File: src/rtl/pick_place_seq.sv
`default_nettype none
// ============================================================================
// Module      : pick_place_seq
// Description : Open-loop pick-and-place command sequencer for the two-joint
//               arm. A single pick command (Q16.16 cm target relative to
//               joint 1) drives the arm through MOVE_PICK -> GRIP ->
//               MOVE_DROP -> RELEASE -> HOME using fixed dwell timers, since
//               the arm reports no position status.
// Ports       : clk, rst_n          clock, asynchronous active-low reset
//               start, abort        command strobe / abandon sequence
//               tgt_x, tgt_y        pick coordinate, Q16.16 signed
//               x, y, en1, en2      arm coordinate and mode enables
//               set_xita1/2         forced joint angles (constant home)
//               catch               gripper close
//               busy, done, err,    status: in progress, completion pulse,
//               aborted             rejected-command pulse, abort pulse
//               state               current state code (debug)
// Revision    : 1.0 - initial release
// ============================================================================
module pick_place_seq #(
  parameter logic [31:0] MOVE_CYC   = 32'd25_000_000,
  parameter logic [31:0] GRIP_CYC   = 32'd15_000_000,
  parameter logic [31:0] DROP_X     = 32'h000A_0000,
  parameter logic [31:0] DROP_Y     = 32'h0000_0000,
  parameter logic [31:0] HOME_XITA1 = 32'h005A_0000,
  parameter logic [31:0] HOME_XITA2 = 32'h005A_0000
) (
  input  logic        clk,
  input  logic        rst_n,
  input  logic        start,
  input  logic        abort,
  input  logic [31:0] tgt_x,
  input  logic [31:0] tgt_y,
  output logic [31:0] x,
  output logic [31:0] y,
  output logic        en1,
  output logic        en2,
  output logic [31:0] set_xita1,
  output logic [31:0] set_xita2,
  output logic        catch,
  output logic        busy,
  output logic        done,
  output logic        err,
  output logic        aborted,
  output logic [2:0]  state
);

  localparam logic [2:0] c_S_IDLE      = 3'd0;
  localparam logic [2:0] c_S_MOVE_PICK = 3'd1;
  localparam logic [2:0] c_S_GRIP      = 3'd2;
  localparam logic [2:0] c_S_MOVE_DROP = 3'd3;
  localparam logic [2:0] c_S_RELEASE   = 3'd4;
  localparam logic [2:0] c_S_HOME      = 3'd5;

  // Reload values: a state lasts exactly N cycles when loaded with N-1 and
  // left on the cycle the counter reads zero.
  localparam logic [31:0] c_MOVE_LOAD = MOVE_CYC - 32'd1;
  localparam logic [31:0] c_GRIP_LOAD = GRIP_CYC - 32'd1;

  logic [31:0] r_timer;
  logic        r_home_via_abort;   // suppresses done at the end of this HOME

  logic w_timer_zero;
  logic w_tgt_ok;
  logic w_abortable;

  assign w_timer_zero = (r_timer == 32'd0);
  // Negative coordinates lie behind joint 1 and are rejected outright.
  assign w_tgt_ok     = ~tgt_x[31] & ~tgt_y[31];
  assign w_abortable  = (state == c_S_MOVE_PICK) || (state == c_S_GRIP) ||
                        (state == c_S_MOVE_DROP) || (state == c_S_RELEASE);

  always_ff @(posedge clk or negedge rst_n) begin
    if (!rst_n) begin
      state            <= c_S_IDLE;
      x                <= 32'd0;
      y                <= 32'd0;
      en1              <= 1'b0;
      en2              <= 1'b1;
      set_xita1        <= HOME_XITA1;
      set_xita2        <= HOME_XITA2;
      catch            <= 1'b0;
      busy             <= 1'b0;
      done             <= 1'b0;
      err              <= 1'b0;
      aborted          <= 1'b0;
      r_timer          <= 32'd0;
      r_home_via_abort <= 1'b0;
    end else begin
      done      <= 1'b0;
      err       <= 1'b0;
      aborted   <= 1'b0;
      set_xita1 <= HOME_XITA1;
      set_xita2 <= HOME_XITA2;

      // Free-running decrement; any state change below overrides it.
      if (!w_timer_zero) begin
        r_timer <= r_timer - 32'd1;
      end

      if (w_abortable && abort) begin
        // Abort always goes straight home with the gripper opened.
        state            <= c_S_HOME;
        r_timer          <= c_MOVE_LOAD;
        catch            <= 1'b0;
        en1              <= 1'b0;
        en2              <= 1'b1;
        aborted          <= 1'b1;
        r_home_via_abort <= 1'b1;
      end else begin
        case (state)
          c_S_IDLE: begin
            // Abort takes precedence over a simultaneous start.
            if (start && !abort) begin
              if (!w_tgt_ok) begin
                err <= 1'b1;
              end else begin
                x                <= tgt_x;
                y                <= tgt_y;
                state            <= c_S_MOVE_PICK;
                r_timer          <= c_MOVE_LOAD;
                en1              <= 1'b1;
                en2              <= 1'b0;
                catch            <= 1'b0;
                busy             <= 1'b1;
                r_home_via_abort <= 1'b0;
              end
            end
          end
          c_S_MOVE_PICK: begin
            if (w_timer_zero) begin
              state   <= c_S_GRIP;
              r_timer <= c_GRIP_LOAD;
              catch   <= 1'b1;
            end
          end
          c_S_GRIP: begin
            if (w_timer_zero) begin
              state   <= c_S_MOVE_DROP;
              r_timer <= c_MOVE_LOAD;
              x       <= DROP_X;
              y       <= DROP_Y;
            end
          end
          c_S_MOVE_DROP: begin
            if (w_timer_zero) begin
              state   <= c_S_RELEASE;
              r_timer <= c_GRIP_LOAD;
              catch   <= 1'b0;
            end
          end
          c_S_RELEASE: begin
            if (w_timer_zero) begin
              state   <= c_S_HOME;
              r_timer <= c_MOVE_LOAD;
              en1     <= 1'b0;
              en2     <= 1'b1;
            end
          end
          c_S_HOME: begin
            if (w_timer_zero) begin
              state            <= c_S_IDLE;
              busy             <= 1'b0;
              done             <= ~r_home_via_abort;
              r_home_via_abort <= 1'b0;
            end
          end
          default: begin
            // Unreachable codes fall back to a safe idle posture.
            state   <= c_S_IDLE;
            r_timer <= 32'd0;
            en1     <= 1'b0;
            en2     <= 1'b1;
            catch   <= 1'b0;
            busy    <= 1'b0;
          end
        endcase
      end
    end
  end

endmodule
`default_nettype wire
File: config.mk
export PLATFORM = sky130hd
export DESIGN_NAME = pick_place_seq
export DESIGN_NICKNAME = d
export VERILOG_FILES = /design/src/rtl/pick_place_seq.sv
export SDC_FILE = /design/constraint.sdc
export NUM_CORES = 1
export LEC_CHECK = 0
export CAP_MARGIN = 20
export CORE_MARGIN = 2
export CORE_UTILIZATION = 30
export DETAILED_ROUTE_END_ITERATION = 6
export PLACE_DENSITY = 0.68
export SLEW_MARGIN = 20
export SYNTH_ARGS = -nofsm -noshare
export SYNTH_HDL_FRONTEND = slang
export SYNTH_SLANG_ARGS = --single-unit
File: constraint.sdc
create_clock -name clk -period 2.9 [get_ports clk]
set_input_delay 0.87 -clock clk [delete_from_list [all_inputs] [get_ports clk]]
set_output_delay 0.87 -clock clk [all_outputs]
set_load 0.1 [all_outputs]
Word level (Yosys, flattened, before mapping)
Index checks and enable logic that the tools add are counted.
Widths: inputs -> output; s select.
- output and inout port bits: 138
- logic and storage cells: 105
- register bits after elaboration: 107
- input port bits: 68
- equal/unequal tests: 18
- add/subtract/negate cells: 1
- bitwise logic cells: 6
- reductions and logical operators: 21
- mux-type cells: 47
- operators with widths (operator ; count):
    $mux 32 ; 12
    $pmux 32 s2 ; 2
    $pmux 32 s4 ; 1
    $logic_not 32->1 ; 1
    $sub 32x1->32 const B ; 1
    $mux 3 ; 8
    $mux 1 ; 18
    $pmux 3 s6 ; 1
    $reduce_and 5->1 ; 3
    $ne 3x2->1 const B ; 4
    $ne 3x3->1 const B ; 3
    $pmux 1 s3 ; 3
    $ne 2x2->1 const B ; 4
    $reduce_and 4->1 ; 2
    $reduce_or 4->1 ; 2
    $reduce_and 7->1 ; 1
    $eq 3x2->1 const B ; 2
    $eq 3x3->1 const B ; 2
    $not 1->1 ; 5
    $ne 2x1->1 const B ; 2
    $pmux 1 s4 ; 1
    $reduce_or 2->1 ; 2
    $eq 3x1->1 const B ; 1
    $logic_not 3->1 ; 1
    other kinds (8) ; 11

Depth between registers and ports, before layout
- word-level depth: 7
- depth in mapped cells: 11
- mapped depth without buffers: 10

Worst setup path after synthesis
OpenSTA, ideal clock, no wires.
- path type: flip-flop to flip-flop
- start: register state[2]
- end: register x[16]
- data required time: 2.817 ns
- library setup time: 0.083 ns
- path buffers: 3
- cell stages (with the launch flop): 10
- clock period less this slack: 2.664 ns
- arrival time: 2.582 ns
- slack: 0.236 ns
- cells stage by stage: dfrtp_1 > clkbuf_1 > inv_1 > nand2_1 > nor3_1 > a21boi_1 > clkbuf_1 > buf_2 > nand2_1 > o21ai_0
- cells in the longest elaborated chain, start to end: 7
- elaborated cells on any way between the ends: 16
- those cells by class: 7 x eq/ne; 1 x mux; 1 x bitwise; 7 x reduce/logical
- RTL lines (element ; line ; text):
    start: declaration ; 45 ; output logic [2:0] state
    start signal: assignment ; 75 ; state <= c_S_IDLE;
    start signal: assignment ; 103 ; state <= c_S_HOME;
    start signal: assignment ; 120 ; state <= c_S_MOVE_PICK;
    $eq 3x1->1 or $eq 3x2->1 (tied branches) ; 70, 111 ;
    $logic_or 1x1->1 (2 in series) ; 70 ; assign w_abortable = (state == c_S_MOVE_PICK) || (state == c_S_GRIP) ||
    $logic_or 1x1->1 ; 71 ; (state == c_S_MOVE_DROP) || (state == c_S_RELEASE);
    $logic_and 1x1->1 ; 101 ; if (w_abortable && abort) begin
    $not 1->1 (no source line) ; - ;
    $reduce_and 5->1 (no source line) ; - ;
    end signal: assignment ; 118 ; x <= tgt_x;
    end: declaration ; 34 ; output logic [31:0] x,
Parallel ways exist; a longest one is shown, timed or not.
A chain may end at the register's enable or synchronous reset.

Worst setup path after layout
- start: register r_timer[10]
- end: register r_timer[0]
- cells in the longest elaborated chain, start to end: 6
- elaborated cells on any way between the ends: 8
- those cells by class: 7 x mux; 1 x reduce/logical
- RTL lines (element ; line ; text):
    start: declaration ; 60 ; logic [31:0] r_timer;
    start signal: assignment ; 98 ; r_timer <= r_timer - 32'd1;
    start signal: assignment ; 104 ; r_timer <= c_MOVE_LOAD;
    start signal: assignment ; 121 ; r_timer <= c_MOVE_LOAD;
    $logic_not 32->1 * ; 67 ; assign w_timer_zero = (r_timer == 32'd0);
    $mux 32 ; 97 ; if (!w_timer_zero) begin
    $mux 32 ; 115 ; if (!w_tgt_ok) begin
    $mux 32 ; 114 ; if (start && !abort) begin
    $pmux 32 s4 * ; 111 ; case (state)
    $mux 32 * ; 101 ;
Mark *: on every way between the ends. The rest lies on a longest branch, timed or not.

==> results.txt <==
----------------------------------------------------
[Status]
  Run status ... completed

[Power and ir drop]
  NetSw ... 1.467 mW
  Peak VDD IR ... approximately 280 uV
  Clk network pwr share ... a little under a third
  Combinational cell fraction of total power ... 26.9%
  Sequential Power Share ... 42.1%
  Cell internal pwr ... between 2 and 2.5 mW
  Power density relative to cell area ... 539.0 nW/um^2
  Leakage component of the power ... between 3 and 4 nW
  Switch share ... 37.87%

[Synthesis]
  Top cell types by occurrence after synthesis ... sky130_fd_sc_hd__nand2_1, sky130_fd_sc_hd__dfrtp_1, sky130_fd_sc_hd__o21ai_0
  Yosys Warn Count ... 0
  Async S/R FF share, synth ... 100.0%
  Part of the Yosys area used for sequential elements ... 48.18%
  Post-Syn Area per Cell ... around 9 sq um
  Netlist Area Pre-Place ... around 5600 sq um
  Most repeated cell in the gate-level netlist after synthesis ... sky130_fd_sc_hd__nand2_1
  Flops & latches, synth ... between 100 and 150
  Area share of the largest cell type after synthesis ... 47.70%
  Most area-consuming cells after synthesis ... sky130_fd_sc_hd__dfrtp_1, sky130_fd_sc_hd__nand2_1, sky130_fd_sc_hd__buf_4
  Biggest area consumer among synthesized cells ... sky130_fd_sc_hd__dfrtp_1
  Syn Inst Count ... 620
  Yosys cell types ... 58
  EDFF count, synth ... 0
  Synth Flop Type ... sky130_fd_sc_hd__dfrtp_1

[Placed design]
  Total half-perimeter wirelength after legalization and detailed placement ... 9693 um
  Weighted congestion at the end of routability-driven global placement ... 0.8367
  IO Port Bufs ... 141
  Placed inst area ... 6892 sq um

[Clock tree]
  Clock tree buffer depth ... 2
  Post-CTS Setup Bufs ... 0
  Post-CTS resize count ... 0
  Cell chosen for the clock root ... sky130_fd_sc_hd__clkbuf_16
  Hold-fix buffers, CTS ... 0
  Clock tree from TritonCTS ... built
  CTS Sinks ... 107
  Clock transition at the register clock pins on the worst setup and hold paths after CTS ... 70 ps
  Cts bufs inserted ... 9
  CTS H-tree lvls ... 3
  Skew-Pair Late Insertion Delay ... 350 ps

[Final layout]
  Filler cells ... 1,776
  Final #Nets ... 829
  Final antenna diode count ... 0
  Synthesis-to-finish area growth ... 29.25%
  Fraction of layout cells with a size suffix above 1 ... between 10% and 20%
  Cell area after layout ... 7187 sq um

[Detailed routing]
  DRT antenna net count ... 0
  Total routed wirelength ... between 10,000 and 15,000 um
  Vias per std cell ... 4.474
  DR vias ... around 4.4k
  Length of the first detailed-routing pass in iterations ... 4
  Wire per inst ... ~13 um
  Remaining design rule violation count ... 0
  Initial detailed-routing violation count ... 207

[STA]
  F_max ... 366.9 MHz
  Unrepaired setup endpoints after global routing ... false
  Time the final worst path needs with I/O delays and setup ... 2726 ps
  Max-slew violation count ... 0
  Final setup TNS ... 0 ps
  Number of setup violations in the final report ... 0
  Worst max-slew margin expressed relative to the limit ... a little over half
  Tightest Pin Transition ... 685.7 ps
  Layout Skew ... 8.431 ps
  Min Hold Slack ... 479.5 ps
  Final period utilization ... 93.98%
  Final-report hold violation count ... 0

[Global routing]
  Antenna violations before repair ... 0
  Wire length of the first global-routing pass ... 21,840 um
  Total congestion overflow after global routing ... 0
  Overall Global Routing Usage ... 13.62%
  Via count of the first global-routing pass ... 4,287
  Maximum number of pins on one net before global-route repair ... between 60 and 70

[Floorplanning]
  Ports ... 206
  Die width ... roughly 140 um
  Core footprint ... 18,090 sq um
  Die Outline Area ... 19,640 sq um
  Number of rows in the core area ... 49
  Chip height ... 140.1 um
  Starting utilization of the core area ... 30.74%

[Worst setup path]
  Startpoint Class ... register
  Startpoint of the lowest-slack register-to-register path ... r_timer[10]
  Critical Path End Type ... register
  Launch point of the worst path ... r_timer[10]
  Critical Path End ... r_timer[0]
  Arrival time of the worst setup path ... 2940 ps
  Cell count of the worst reg-to-reg path ... 6
  Register-to-Register Setup Slack ... 170 ps
  Required time reported for the critical path endpoint ... 3110 ps
  Class of the most critical setup path ... reg -> reg
  Critical R2R Capture ... r_timer[0]
  Maximum fanout along the worst path ... 5

[Run]
  Max cap viols ... 0

[Worst hold path]
  Worst min-delay path category ... in -> async

----------------------------------------------------
==> cell families (layout without fill, tap and decap cells) <==
family                     Yosys count  count (layout)  synth area share (%)
muxes                                1               1                0.1800
DFF                                107             107                 48.18
xor gates and xnor gates            26              26                 4.095
and+or+nand+nor                    250             250                 21.76
AOI/OAI and AO/OA                  123             123                 12.60
buffers and inverters              108             189                 12.38
adders and majority gates            3               3                0.6751
other                                2              64                0.1351
==> how the worst min path moves through the flow <==
| stage | startpoint | slack (ps) | endpoint |
|---|---|---|---|
| 6_report | rst_n | 480 | state[2] |
| 5_1_grt | r_home_via_abort | 500 | done |
| 3_3_place_gp | y[10] | 460 | y[10] |
| 3_5_place_dp | x[2] | 470 | x[2] |
| 4_1_cts | rst_n | 490 | state[2] |
| 2_1_floorplan | r_home_via_abort | 400 | done |
==> worst max-delay path: stages (launching register included) <==
cell,delay (ps)
sky130_fd_sc_hd__dfrtp_1,420
sky130_fd_sc_hd__or4_4,550
sky130_fd_sc_hd__nand4bb_4,260
sky130_fd_sc_hd__or4_4,600
sky130_fd_sc_hd__ha_1,320
sky130_fd_sc_hd__o41ai_1,340
sky130_fd_sc_hd__a21oi_1,120
==> stage by stage <==
stage | util (%) | setup WS [ps] | total power, mW | cells
after global routing | 39.74 | 98.85 | 4.062 | 992
after floorplan | - | 235.6 | 2.518 | 682
after global placement | 38.10 | 208.8 | 2.694 | 976
final | 39.74 | 174.5 | 3.874 | 992
after detailed placement | 38.10 | 198.3 | 2.701 | 976
after CTS | 39.74 | 199.5 | 3.915 | 992
==> power groups by stage <==
stage | Sequential [mW] | Clock [mW] | Combinational, mW
finish | 1.63 | 1.20 | 1.04
global route | 1.64 | 1.31 | 1.11
CTS | 1.63 | 1.24 | 1.05
detailed placement | 1.66 | 0 | 1.04
global placement | 1.66 | 0 | 1.04
floorplan | 1.87 | 0 | 0.650
==> state kept, by name (all words and copies together) (netlist names), 3 cells and up <==
register	flops
x	32
state	3
y	32
r_timer	32
==> cell usage in the layout, fill, tap and decap left out, types with 2 or more instances in the layout <==
cell type,synthesis,layout
sky130_fd_sc_hd__nand2_1,143,143
sky130_fd_sc_hd__dfrtp_1,106,106
sky130_fd_sc_hd__buf_4,64,92
sky130_fd_sc_hd__o21ai_0,83,83
sky130_fd_sc_hd__clkdlybuf4s50_1,0,66
sky130_fd_sc_hd__conb_1,2,64
sky130_fd_sc_hd__nor2_1,27,27
sky130_fd_sc_hd__nor3_1,22,22
sky130_fd_sc_hd__a21oi_1,18,18
sky130_fd_sc_hd__xor2_1,15,15
sky130_fd_sc_hd__xnor2_1,11,11
sky130_fd_sc_hd__inv_1,10,10
sky130_fd_sc_hd__clkbuf_16,0,9
sky130_fd_sc_hd__nand3_1,8,8
sky130_fd_sc_hd__nor4_1,6,6
sky130_fd_sc_hd__nand4_1,6,6
sky130_fd_sc_hd__and2_1,5,5
sky130_fd_sc_hd__buf_12,0,5
sky130_fd_sc_hd__a31oi_1,4,4
sky130_fd_sc_hd__nor3b_1,3,3
sky130_fd_sc_hd__or4_4,3,3
sky130_fd_sc_hd__nand3b_1,3,3
sky130_fd_sc_hd__or3_1,3,3
sky130_fd_sc_hd__nor2b_1,3,3
sky130_fd_sc_hd__ha_1,3,3
sky130_fd_sc_hd__o32ai_1,2,2
sky130_fd_sc_hd__o22ai_1,2,2
sky130_fd_sc_hd__and3_1,2,2
sky130_fd_sc_hd__or2_2,2,2
sky130_fd_sc_hd__or3_2,2,2
sky130_fd_sc_hd__o41ai_1,2,2
sky130_fd_sc_hd__inv_8,0,2
sky130_fd_sc_hd__clkinv_4,0,2
==> per-layer routing <==
layer,part of all wire [%],track usage [%],up-vias
li1,-,-,2232
met1,44,18.37,2035
met2,47,21.47,158
met3,7.6,4.171,13
met4,1.0,3.402,0
met5,0,0,-
==> final cells by class <==
cell class / count / area, sq um / share of cell area [%]
Multi-Input combinational cell: 467 / 2437 / 33.91
Timing Repair Buffer: 163 / 1451 / 20.19
Clock inverter: 7 / 70.07 / 0.9749
Tap cell: 229 / 286.5 / 3.987
Clock buffer: 9 / 225.2 / 3.134
Inverter: 10 / 37.54 / 0.5223
Sequential cell: 107 / 2679 / 37.27
No activity file was read; power rests on OpenSTA's default activity.
